## config.mk

```make
export PLATFORM = sky130hd
export DESIGN_NAME = pc_sequencer_flat
export DESIGN_NICKNAME = d
export VERILOG_FILES = /design/src/rtl/pc_sequencer_pkg.sv /design/src/rtl/pc_sequencer_if.sv /design/src/rtl/pc_sequencer_next_pc_sel.sv /design/src/rtl/pc_sequencer.sv /design/src/flat_wrapper.sv
export SDC_FILE = /design/constraint.sdc
export NUM_CORES = 1
export LEC_CHECK = 0
export CAP_MARGIN = 10
export CORE_MARGIN = 2
export CORE_UTILIZATION = 44
export DETAILED_ROUTE_END_ITERATION = 6
export PLACE_DENSITY = 0.81
export SLEW_MARGIN = 20
export SYNTH_ARGS = -nofsm -noshare
export SYNTH_HDL_FRONTEND = slang
export SYNTH_HIERARCHICAL = 1
export SYNTH_SLANG_ARGS = --single-unit
```

## constraint.sdc

```tcl
create_clock -name clk -period 2.6 [get_ports clk]
set_clock_uncertainty 0.15 [all_clocks]
set_input_delay 0.78 -clock clk [delete_from_list [all_inputs] [get_ports clk]]
set_output_delay 0.78 -clock clk [all_outputs]
set_load 0.01 [all_outputs]
```

## src/rtl/pc_sequencer_pkg.sv

```systemverilog
// Shared types and constants for the RV32I program-counter sequencer.
package pc_seq_pkg;

   // Sequencer FSM states.
   typedef enum logic [2:0] {
      IDLE      = 3'd0,
      FETCH     = 3'd1,
      WAIT_RESP = 3'd2,
      EXEC      = 3'd3,
      ERROR     = 3'd4
   } pc_state_e;

   // Source of the next PC.
   typedef enum logic [1:0] {
      SEQ    = 2'd0,
      BRANCH = 2'd1,
      JUMP   = 2'd2
   } npc_sel_e;

   // Byte distance between consecutive RV32I instructions.
   localparam int unsigned PC_INCR = 4;

endpackage

```

## src/rtl/pc_sequencer_if.sv

```systemverilog
// Bundle of instruction-memory, execute-stage and redirect signals around
// the PC sequencer. The master side is the sequencer itself.
interface pc_sequencer_if #(
   parameter int ADDRESS = 32
);
   // instruction memory
   logic               imem_req;
   logic [ADDRESS-1:0] imem_addr;
   logic               imem_gnt;
   logic               imem_rvalid;
   logic [31:0]        imem_rdata;
   // execute stage
   logic               exec_done;
   logic               stall;
   logic [31:0]        instr_out;
   logic               instr_valid;
   // branch / jump resolution
   logic               branch_taken;
   logic [ADDRESS-1:0] branch_target;
   logic               jump;
   logic [ADDRESS-1:0] jump_target;
   // status
   logic [ADDRESS-1:0] pc_out;
   logic               misaligned_err;

   modport master (
      input  imem_gnt, imem_rvalid, imem_rdata,
      input  exec_done, stall,
      input  branch_taken, branch_target, jump, jump_target,
      output imem_req, imem_addr, instr_out, instr_valid,
      output pc_out, misaligned_err
   );

   modport slave (
      output imem_gnt, imem_rvalid, imem_rdata,
      output exec_done, stall,
      output branch_taken, branch_target, jump, jump_target,
      input  imem_req, imem_addr, instr_out, instr_valid,
      input  pc_out, misaligned_err
   );
endinterface

```

## src/rtl/pc_sequencer_next_pc_sel.sv

```systemverilog
// Next-PC priority mux (jump > branch > sequential) with alignment check.
module next_pc_sel
   import pc_seq_pkg::*;
#(
   parameter int ADDRESS = 32
) (
   input  logic [ADDRESS-1:0] pc,
   input  logic               jump,
   input  logic [ADDRESS-1:0] jump_target,
   input  logic               branch_taken,
   input  logic [ADDRESS-1:0] branch_target,
   output logic [ADDRESS-1:0] npc,
   output logic               npc_misaligned
);

   npc_sel_e sel;

   // Pick the redirect source; jump wins over a simultaneous taken branch.
   always_comb begin
      sel = SEQ;
      npc = pc + ADDRESS'(PC_INCR);   // wraps modulo 2^ADDRESS
      if (jump) begin
         sel = JUMP;
         npc = jump_target;
      end else if (branch_taken) begin
         sel = BRANCH;
         npc = branch_target;
      end
   end

   // Only redirect targets can be misaligned; PC+4 from an aligned PC never is.
   assign npc_misaligned = (sel != SEQ) && (npc[1:0] != 2'b00);

endmodule

```

## src/rtl/pc_sequencer.sv

```systemverilog
// Multi-cycle PC controller: owns the architectural PC and steps each
// instruction through fetch request, fetch response and execute.
module pc_sequencer
   import pc_seq_pkg::*;
#(
   parameter int                 ADDRESS      = 32,
   parameter logic [ADDRESS-1:0] RESET_VECTOR = '0
) (
   input  logic          clk,
   input  logic          rst,     // asynchronous, active low
   pc_sequencer_if.master bus
);

   pc_state_e          state_q, state_d;
   logic [ADDRESS-1:0] pc_q, pc_d;
   logic [31:0]        instr_q, instr_d;
   logic               err_q, err_d;

   logic [ADDRESS-1:0] npc;
   logic               npc_misaligned;

   next_pc_sel #(
      .ADDRESS (ADDRESS)
   ) u_next_pc_sel (
      .pc             (pc_q),
      .jump           (bus.jump),
      .jump_target    (bus.jump_target),
      .branch_taken   (bus.branch_taken),
      .branch_target  (bus.branch_target),
      .npc            (npc),
      .npc_misaligned (npc_misaligned)
   );

   // FSM transitions, instruction capture and PC/error update on EXEC exit.
   always_comb begin
      state_d = state_q;
      pc_d    = pc_q;
      instr_d = instr_q;
      err_d   = err_q;
      unique case (state_q)
         IDLE: state_d = FETCH;
         FETCH: begin
            if (bus.imem_gnt) begin
               if (bus.imem_rvalid) begin
                  instr_d = bus.imem_rdata;
                  state_d = EXEC;
               end else begin
                  state_d = WAIT_RESP;
               end
            end
         end
         WAIT_RESP: begin
            if (bus.imem_rvalid) begin
               instr_d = bus.imem_rdata;
               state_d = EXEC;
            end
         end
         EXEC: begin
            // stall holds the instruction even when exec_done is high
            if (bus.exec_done && !bus.stall) begin
               if (npc_misaligned) begin
                  err_d   = 1'b1;
                  state_d = ERROR;
               end else begin
                  pc_d    = npc;
                  state_d = FETCH;
               end
            end
         end
         ERROR: state_d = ERROR;   // only reset leaves this state
         default: state_d = IDLE;
      endcase
   end

   // State registers with asynchronous active-low reset.
   always_ff @(posedge clk or negedge rst) begin
      if (!rst) begin
         state_q <= IDLE;
         pc_q    <= RESET_VECTOR;
         instr_q <= '0;
         err_q   <= 1'b0;
      end else begin
         state_q <= state_d;
         pc_q    <= pc_d;
         instr_q <= instr_d;
         err_q   <= err_d;
      end
   end

   // Outputs decoded from state; the fetch address is the PC, so it cannot
   // move while a request is pending.
   assign bus.pc_out         = pc_q;
   assign bus.imem_req       = (state_q == FETCH);
   assign bus.imem_addr      = pc_q;
   assign bus.instr_out      = instr_q;
   assign bus.instr_valid    = (state_q == EXEC);
   assign bus.misaligned_err = err_q;

endmodule

```

## src/flat_wrapper.sv

```systemverilog
// flat-port wrapper written by rule: the top's interface ports become plain ports
module pc_sequencer_flat import pc_seq_pkg::*;
#(
   parameter int                 ADDRESS      = 32,
   parameter logic [ADDRESS-1:0] RESET_VECTOR = '0
)
  (clk, rst, bus_imem_gnt, bus_imem_rvalid, bus_imem_rdata, bus_exec_done, bus_stall, bus_branch_taken, bus_branch_target, bus_jump, bus_jump_target, bus_imem_req, bus_imem_addr, bus_instr_out, bus_instr_valid, bus_pc_out, bus_misaligned_err);
  pc_sequencer_if #(.ADDRESS(ADDRESS)) bus_i ();
  input  logic clk;
  input  logic rst;
  input wire logic [$bits(bus_i.imem_gnt)-1:0] bus_imem_gnt;
  input wire logic [$bits(bus_i.imem_rvalid)-1:0] bus_imem_rvalid;
  input wire logic [$bits(bus_i.imem_rdata)-1:0] bus_imem_rdata;
  input wire logic [$bits(bus_i.exec_done)-1:0] bus_exec_done;
  input wire logic [$bits(bus_i.stall)-1:0] bus_stall;
  input wire logic [$bits(bus_i.branch_taken)-1:0] bus_branch_taken;
  input wire logic [$bits(bus_i.branch_target)-1:0] bus_branch_target;
  input wire logic [$bits(bus_i.jump)-1:0] bus_jump;
  input wire logic [$bits(bus_i.jump_target)-1:0] bus_jump_target;
  output wire logic [$bits(bus_i.imem_req)-1:0] bus_imem_req;
  output wire logic [$bits(bus_i.imem_addr)-1:0] bus_imem_addr;
  output wire logic [$bits(bus_i.instr_out)-1:0] bus_instr_out;
  output wire logic [$bits(bus_i.instr_valid)-1:0] bus_instr_valid;
  output wire logic [$bits(bus_i.pc_out)-1:0] bus_pc_out;
  output wire logic [$bits(bus_i.misaligned_err)-1:0] bus_misaligned_err;
  assign bus_i.imem_gnt = bus_imem_gnt;
  assign bus_i.imem_rvalid = bus_imem_rvalid;
  assign bus_i.imem_rdata = bus_imem_rdata;
  assign bus_i.exec_done = bus_exec_done;
  assign bus_i.stall = bus_stall;
  assign bus_i.branch_taken = bus_branch_taken;
  assign bus_i.branch_target = bus_branch_target;
  assign bus_i.jump = bus_jump;
  assign bus_i.jump_target = bus_jump_target;
  assign bus_imem_req = bus_i.imem_req;
  assign bus_imem_addr = bus_i.imem_addr;
  assign bus_instr_out = bus_i.instr_out;
  assign bus_instr_valid = bus_i.instr_valid;
  assign bus_pc_out = bus_i.pc_out;
  assign bus_misaligned_err = bus_i.misaligned_err;
  pc_sequencer #(.ADDRESS(ADDRESS), .RESET_VECTOR(RESET_VECTOR)) u_core (.clk(clk), .rst(rst), .bus(bus_i));
endmodule
```

==> flow_metrics.tcl, run 1 <==
set metrics [dict create \
    grt_pass1_vias 5221 \
    post-route-period-util_pct 97.6 \
    diodes 0 \
    core_um2 11400 \
    cts_hold_buf 0 \
    synthesis.nets 682 \
    synth_edf_count 0 \
    final_area_um2 7620 \
    layout-drive-gt1-share_pct 15.0 \
    wl_per_cell_um 18.4 \
    tritoncts "done" \
    rr_startpoint "u_core/bus.imem_addr[2]" \
    syn_avg_cell_area_um2 8.94 \
    path_clk_slew_ns 0.05 \
    area_growth_pct 47.7 \
    die-area_um2 12600 \
    finalWirelength_um 16500 \
    cp-end-kind "flip-flop" \
    yosys_warnings 6 \
    ys.flop_type "dfrtp_1" \
    p_leak_nw 3.21 \
    first_pass_iters 5 \
    placed_area_um2 7160 \
    drt-vias-per-instance 5.90 \
    drc 0 \
    dp_hpwl_um 11200 \
    critPathMaxFanout 7 \
    drt_iter0_drc 422 \
    place_congestion 0.872 \
    r2r_cells 6 \
    cts.sinks 68 \
    worst_pin_slew_ns 0.669 \
    grtUsageTotal_pct 25.4 \
    pin_count 203 \
    critical_path_required_ns 2.66 \
    final_max_slew_viol_count 0 \
    h-tree-depth 3 \
    vias 5286 \
    status "finished clean" \
    start_util_pct 45.2 \
    clk_path_buf_depth 2 \
    finalHoldViolCount 0 \
    r2r-end "u_core/bus.imem_addr[17]" \
    critPathLaunchType "input pin" \
    powerDensity_nw_per_um2 1100 \
    min_period_ns 2.54 \
    min_path_type "in -> async" \
    cts_inserted_buffers 9 \
    fin_nets 854 \
    max_freq_ghz 0.394 \
    die_y_um 112 \
    grt_pass1_wl_um 26100 \
    clk_latency_ns 0.33 \
    fp-row-count 39 \
    yosysSeqAreaShare_pct 33.0 \
    ff2ff_setup_slack_ns 0.11 \
    synthArstFlopShare_pct 100 \
    cap_violations 0 \
    critical_path_class "in -> reg" \
    cts_root_buf "clkbuf_16" \
    slew_headroom_pct 55.4 \
    ant_nets 0 \
    ys_types 51 \
    holdWs_ns 0.253 \
    io_buffer_count 202 \
    fin_setup_tns_ns 0 \
    crit_arrival_ns 2.60 \
    ys_ff_latch 68 \
    ir_worst_vdd_uv 607 \
    n_fill_cell 880 \
    antenna_found_initial 0 \
    synth_area_um2 5160 \
    die_x_um 112 \
    setup_viol 0 \
    grt_max_degree 72 \
    grt_overflow 0 \
    total_power_w 0.00836 \
    synthCells 577 \
]
final cells by class:
type	instances	area [µm²]	area share, %
Multi-Input combinational cell	419	2970	39.0
Timing Repair Buffer	243	2470	32.4
Sequential cell	68	1700	22.3
Clock buffer	13	260	3.41
Tap cell	143	179	2.35
Inverter	8	30.0	0.394
Clock inverter	2	10.0	0.131
state kept, by name, summed over array words and instances (netlist names):
register and cells:
u_core/bus.instr_out 32, u_core/bus.misaligned_err 1, u_core/state_q 3, u_core/bus.imem_addr 32
report_power, final:
| group | switching (W) | total (W) | internal, W |
|---|---|---|---|
| registers | 0.000704 | 0.00229 | 0.00158 |
| logic | 0.00212 | 0.00494 | 0.00282 |
| clock network | 0.000445 | 0.00113 | 0.000690 |
kinds of logic after synthesis:
kind of cell | count (synthesis) | synth area share (%)
xor gates and xnor gates | 22 | 3.73
and+or+nand+nor | 201 | 22.0
DFF | 68 | 33.0
AOI/OAI and AO/OA | 155 | 20.1
adders and majority gates | 1 | 0.242
muxes | 40 | 10.8
buffers and inverters | 90 | 10.2
synth_stat cells (6+ instances only):
cell type  instances  area (µm²)
nand4_1            6        37.5
mux2i_1            6        60.1
and3_1             8        50.1
xor2_1            12         105
nor2_1            47         176
nand3_1           18        90.1
dfrtp_1           68        1700
a22oi_1           11        82.6
clkbuf_1          36         135
a21oi_1           16        80.1
nand2b_1          63         394
buf_4             34         255
o21ai_0           13        65.1
mux2_4            30         450
xnor2_1           10        87.6
inv_1              8        30.0
a221oi_1          32         280
nand2_1           23        86.3
o22ai_1           72         450
critical path, cell delays in order:
cell and delay (ns):
dlygate4sd2_1 0.24, nand2_1 0.10, o21ai_2 0.08, nor2_1 0.14, nor2_2 0.07, or4b_4 0.58, buf_12 0.17, buf_16 0.14
mux2_4 0.29
repair_timing:
action	CTS	global route
gates cloned	3	0
endpoints found under the setup margin	33	35
setup buffers	7	1
pin swaps	5	6
gates resized for setup	16	15
worst max path at each step:
stage,cells past startpoint,end,startpoint
after floorplan,9,u_core/bus.imem_addr[0],bus_branch_taken
after global placement,8,u_core/bus.imem_addr[6],bus_branch_taken
after detailed placement,8,u_core/bus.imem_addr[19],bus_branch_taken
after CTS,9,u_core/bus.imem_addr[1],bus_branch_target[0]
after global routing,14,u_core/bus.misaligned_err,bus_branch_taken
final,9,u_core/bus.imem_addr[1],bus_jump_target[0]
routing by layer:
layer	GRT usage (%)	vias up	wire, µm
met5	0	-	0
met4	9.59	0	306
met3	4.75	32	1430
met2	42.9	305	8280
met1	32.4	2519	6470
li1	-	2430	-
cell usage in the layout (no fill, tap or decap), types with 12 or more instances in the layout:
cell,netlist,routed
nand2b_1,63,62
mux2_4,30,30
clkdlybuf4s50_1,0,194
nand2_1,23,22
dfrtp_1,68,67
a221oi_1,32,32
nor2_1,47,44
nand3_1,18,18
o22ai_1,72,72
a21oi_1,16,16
xor2_1,12,12
buf_4,34,31
through the flow:
stage	instances	setup slack, ns	utilization, %
floorplan	577	-0.0286	-
global placement	871	-0.515	62.7
detailed placement	871	-0.579	62.7
CTS	896	0.00620	66.5
global route	896	-0.0459	66.8
finish	896	0.0625	66.8
No activity file was read; power rests on OpenSTA's default activity.
==> run 2: changes to the inputs <==
--- a/config.mk
+++ b/config.mk
@@ -6,10 +6,11 @@
 export NUM_CORES = 1
 export LEC_CHECK = 0
 export CAP_MARGIN = 10
+export CORE_ASPECT_RATIO = 1.2
 export CORE_MARGIN = 2
-export CORE_UTILIZATION = 44
+export CORE_UTILIZATION = 45
 export DETAILED_ROUTE_END_ITERATION = 6
-export PLACE_DENSITY = 0.81
+export PLACE_DENSITY = 0.82
 export SLEW_MARGIN = 20
 export SYNTH_ARGS = -nofsm -noshare
 export SYNTH_HDL_FRONTEND = slang
==> flow_metrics.tcl, run 2 (synthesis results as in run 1) <==
set metrics [dict create \
    ant_nets 0 \
    dp.cells 881 \
    diodes 0 \
    cpPeakStageDelay_ns 0.61 \
    h-tree-depth 3 \
    grt_pass1_wl_um 24700 \
    max_freq_ghz 0.388 \
    slew_headroom_pct 49.1 \
    status "finished, violations left" \
    final_common_cell "clkdlybuf4s50_1" \
    highest-signal-layer "met5" \
    post-route-period-util_pct 99.2 \
    die-area_um2 12300 \
    vias 5202 \
    layout_common_cells "clkdlybuf4s50_1, o22ai_1, dfrtp_1" \
    cap_violations 0 \
    place_congestion 0.906 \
    cp-end-kind "flip-flop" \
    setup_viol 0 \
    drt-vias-per-instance 5.77 \
    drt_iter0_drc 269 \
    place_ws_ns -0.546 \
    crit_arrival_ns 2.64 \
    io_buffer_count 202 \
    ir_worst_vdd_uv 636 \
    grtUsageTotal_pct 25.0 \
    critical_path_class "in -> reg" \
    grt_max_degree 70 \
    cts_hold_buf 0 \
    fin_nets 848 \
    first_pass_iters 7 \
    die_y_um 121 \
    critical_path_required_ns 2.66 \
    grt_overflow 0 \
    slowest_stage "or4b_4" \
    violations "design-rule violations" \
    p_leak_nw 3.18 \
    wl_met2_um 8200 \
    critPathMaxFanout 6 \
    met3_wirelength_um 1190 \
    worst_pin_slew_ns 0.762 \
    crit_chain "dlygate4sd2_1 > nand2_1 > o21ai_2 > nor2_1 > nor2_2 > or4b_4 > clkbuf_16 > mux2_4" \
    clk_path_buf_depth 2 \
    finalWirelength_um 16100 \
    fp-row-count 42 \
    clk_latency_ns 0.33 \
    cts_root_buf "clkbuf_16" \
    min_period_ns 2.58 \
    final_max_slew_viol_count 0 \
    cts_inserted_buffers 9 \
    powerDensity_nw_per_um2 1100 \
    grt_pass1_vias 5100 \
    dp_hpwl_um 11000 \
    core_um2 11100 \
    layout-drive-gt1-share_pct 13.5 \
    instances_no_fill 901 \
    antenna_found_initial 0 \
    critPathLaunchType "input pin" \
    finalHoldViolCount 0 \
    start_util_pct 46.5 \
    rr_startpoint "u_core/bus.imem_addr[2]" \
    pin_count 203 \
    min_path_type "in -> async" \
    tritoncts "done" \
    drc 1 \
    finalWorstSetupSlack_ns 0.0209 \
    critPathLaunch "bus_jump" \
    wl_per_cell_um 17.9 \
    die_x_um 102 \
    m1WireLength_um 6410 \
    area_growth_pct 46.2 \
    path_clk_slew_ns 0.05 \
    cts.sinks 68 \
]
run 2: area by class of cell:
cell class	count	area [µm²]
clock inverters	2	10.0
inverters	8	30.0
well taps	154	193
clock buffers	13	270
multi-input cells	419	2950
flip-flops and latches	68	1700
fillers	849	3540
repair buffers	237	2390
run 2: report_power, final:
group,total (W),switching (W),internal (W)
logic,0.00488,0.00210,0.00278
clock network,0.00115,0.000433,0.000715
registers,0.00224,0.000661,0.00158
run 2: final timing paths:
path | end | slack, ns | depth (start not counted)
max in group asynchronous | u_core/state_q[1] | 1.66 | 2
setup reg to reg | u_core/bus.imem_addr[18] | 0.18 | 7
hold reg to reg | u_core/bus.misaligned_err | 0.33 | 1
setup / recovery | u_core/bus.imem_addr[24] | 0.02 | 8
min in group clk | u_core/bus.misaligned_err | 0.33 | 1
hold / removal | u_core/bus.instr_out[10] | 0.32 | 2
run 2: critical path: cells and delay by family:
kind / cells / cell delay (ns)
and+or+nand+nor: 4 / 0.94
muxes: 1 / 0.29
buffers and inverters: 2 / 0.55
AOI/OAI and AO/OA: 1 / 0.07
run 2: through the flow:
step	area, µm²	hold WS [ns]	total power, W	TNS (ns)	utilization, %
floorplan	5190	0.334	0.00502	-0.858	-
global placement	7170	0.312	0.00689	-16.10	64.6
detailed placement	7170	0.319	0.00705	-17.12	64.6
CTS	7440	0.333	0.00824	0	67.1
global route	7540	0.341	0.00880	-0.376	68.0
finish	7540	0.317	0.00827	0	68.0
run 2: routing by layer:
layer  vias up  track usage [%]
li1       2423                -
met1      2478             31.4
met2       270             43.1
met3        29             4.55
met4         2             7.94
met5         -                0
run 2: repair_timing:
item | CTS | global route
gates cloned | 0 | 3
buffers inserted | 0 | 2
setup endpoints to repair | 32 | 33
pin swaps | 0 | 5
gates resized for setup | 2 | 11
==> run 3: changes to the inputs <==
--- a/config.mk
+++ b/config.mk
@@ -9,6 +9,7 @@
 export CORE_ASPECT_RATIO = 1.2
 export CORE_MARGIN = 2
 export CORE_UTILIZATION = 45
+export CTS_CLUSTER_SIZE = 24
 export DETAILED_ROUTE_END_ITERATION = 6
 export PLACE_DENSITY = 0.82
 export SLEW_MARGIN = 20
==> constraint.sdc (replaced) <==
create_clock -name clk -period 2.85 [get_ports clk]
set_clock_uncertainty 0.15 [all_clocks]
set_input_delay 0.855 -clock clk [delete_from_list [all_inputs] [get_ports clk]]
set_output_delay 0.855 -clock clk [all_outputs]
set_load 0.01 [all_outputs]
==> flow_metrics.tcl, run 3 (synthesis results as in run 1) <==
set metrics [dict create \
    placed_area_um2 7100 \
    final_max_slew_viol_count 0 \
    drt-vias-per-instance 5.84 \
    clk_latency_ns 0.33 \
    ant_nets 0 \
    final_area_um2 7410 \
    grt_overflow 0 \
    die-area_um2 12300 \
    cts_root_buf "clkbuf_16" \
    dp.cells 873 \
    min_period_ns 2.74 \
    worst_pin_slew_ns 0.842 \
    area_growth_pct 43.5 \
    drt_iter0_drc 268 \
    critPathLaunchType "input pin" \
    multi_input_area_um2 2930 \
    diodes 0 \
    rsz0062_at_grt "false" \
    fin_nets 835 \
    die_y_um 121 \
    cts.sinks 68 \
    post-route-period-util_pct 96.1 \
    cp-end-kind "flip-flop" \
    ir_worst_vdd_uv 497 \
    setup_viol 0 \
    p_leak_nw 3.08 \
    fp-row-count 42 \
    postCtsSetupBuffers 0 \
    io_buffer_count 202 \
    min_path_type "reg -> reg" \
    n_fill_cell 844 \
    path_clk_slew_ns 0.06 \
    grtUsageTotal_pct 24.9 \
    finalWirelength_um 15700 \
    clk_path_buf_depth 2 \
    cts_hold_buf 0 \
    h-tree-depth 3 \
    final_common_cell "clkdlybuf4s50_1" \
    die_x_um 102 \
    tritoncts "done" \
    place_congestion 0.884 \
    dp_hpwl_um 11100 \
    grt_pass1_wl_um 24500 \
    cts_inserted_buffers 9 \
    grt_pass1_vias 5022 \
    critPathMaxFanout 32 \
    critical_path_required_ns 2.91 \
    antenna_found_initial 0 \
    wl_per_cell_um 17.7 \
    crit_arrival_ns 2.80 \
    critical_path_class "in -> reg" \
    pin_count 203 \
    core_um2 11100 \
    vias 5194 \
    status "finished clean" \
    slew_headroom_pct 43.9 \
    powerDensity_nw_per_um2 1020 \
    start_util_pct 46.5 \
    instances_no_fill 889 \
    holdWs_ns 0.344 \
    grt_max_degree 70 \
    layout_common_cells "clkdlybuf4s50_1, o22ai_1, dfrtp_1" \
    total_power_w 0.00752 \
    final-seq-area_um2 1700 \
    finalHoldViolCount 0 \
    layout-drive-gt1-share_pct 11.4 \
    drc 0 \
    first_pass_iters 5 \
    max_freq_ghz 0.365 \
    finish.utilization_pct 66.8 \
    cap_violations 0 \
]
-- run 3: path summary, 6_finish.rpt --
kind	from	to	slack [ns]	cells past startpoint
hold / removal	u_core/bus.misaligned_err	u_core/bus.misaligned_err	0.34	1
hold reg to reg	u_core/bus.misaligned_err	u_core/bus.misaligned_err	0.34	1
setup reg to reg	u_core/bus.imem_addr[10]	u_core/bus.imem_addr[17]	0.24	6
max in group asynchronous	rst	u_core/bus.imem_addr[6]	1.39	2
min in group asynchronous	rst	u_core/bus.instr_out[8]	0.48	1
setup / recovery	bus_branch_target[1]	u_core/bus.imem_addr[7]	0.11	8
-- run 3: repair_timing --
item                                    CTS  global route
pin swaps                                 0             0
resized for setup                         1             1
endpoints found under the setup margin   32            32
-- run 3: cell type report --
type	count	share of cell area, %
Multi-Input combinational cell	419	39.6
Clock buffer	11	3.41
Tap cell	154	2.60
Inverter	8	0.405
Timing Repair Buffer	224	30.3
Sequential cell	68	23.0
Clock inverter	5	0.676
-- run 3: worst max-delay path, cell delays in order --
cell and delay (ns):
clkdlybuf4s50_1 0.40, mux2i_1 0.12, o21ai_0 0.12, nor2_1 0.13, nor2_1 0.07, or4b_4 0.55
buf_12 0.21, mux2_4 0.32
-- run 3: per-layer routing --
layer,track usage (%),vias to the layer above,part of all wire [%]
li1,-,2393,-
met4,7.26,0,1.5
met1,31.7,2515,40
met5,0,-,0
met2,43.1,269,51
met3,4.03,17,8.0
-- run 3: power by group --
group          switching (W)  internal, W
Sequential          0.000677      0.00144
Combinational        0.00182      0.00245
Clock               0.000406     0.000718
-- run 3: per-stage QoR --
stage / setup WS, ns / setup TNS (ns)
2_1_floorplan: 0.0167 / 0
5_1_grt: 0.0359 / 0
3_3_place_gp: -0.406 / -12.85
6_report: 0.111 / 0
3_5_place_dp: -0.447 / -13.79
4_1_cts: 0.0318 / 0
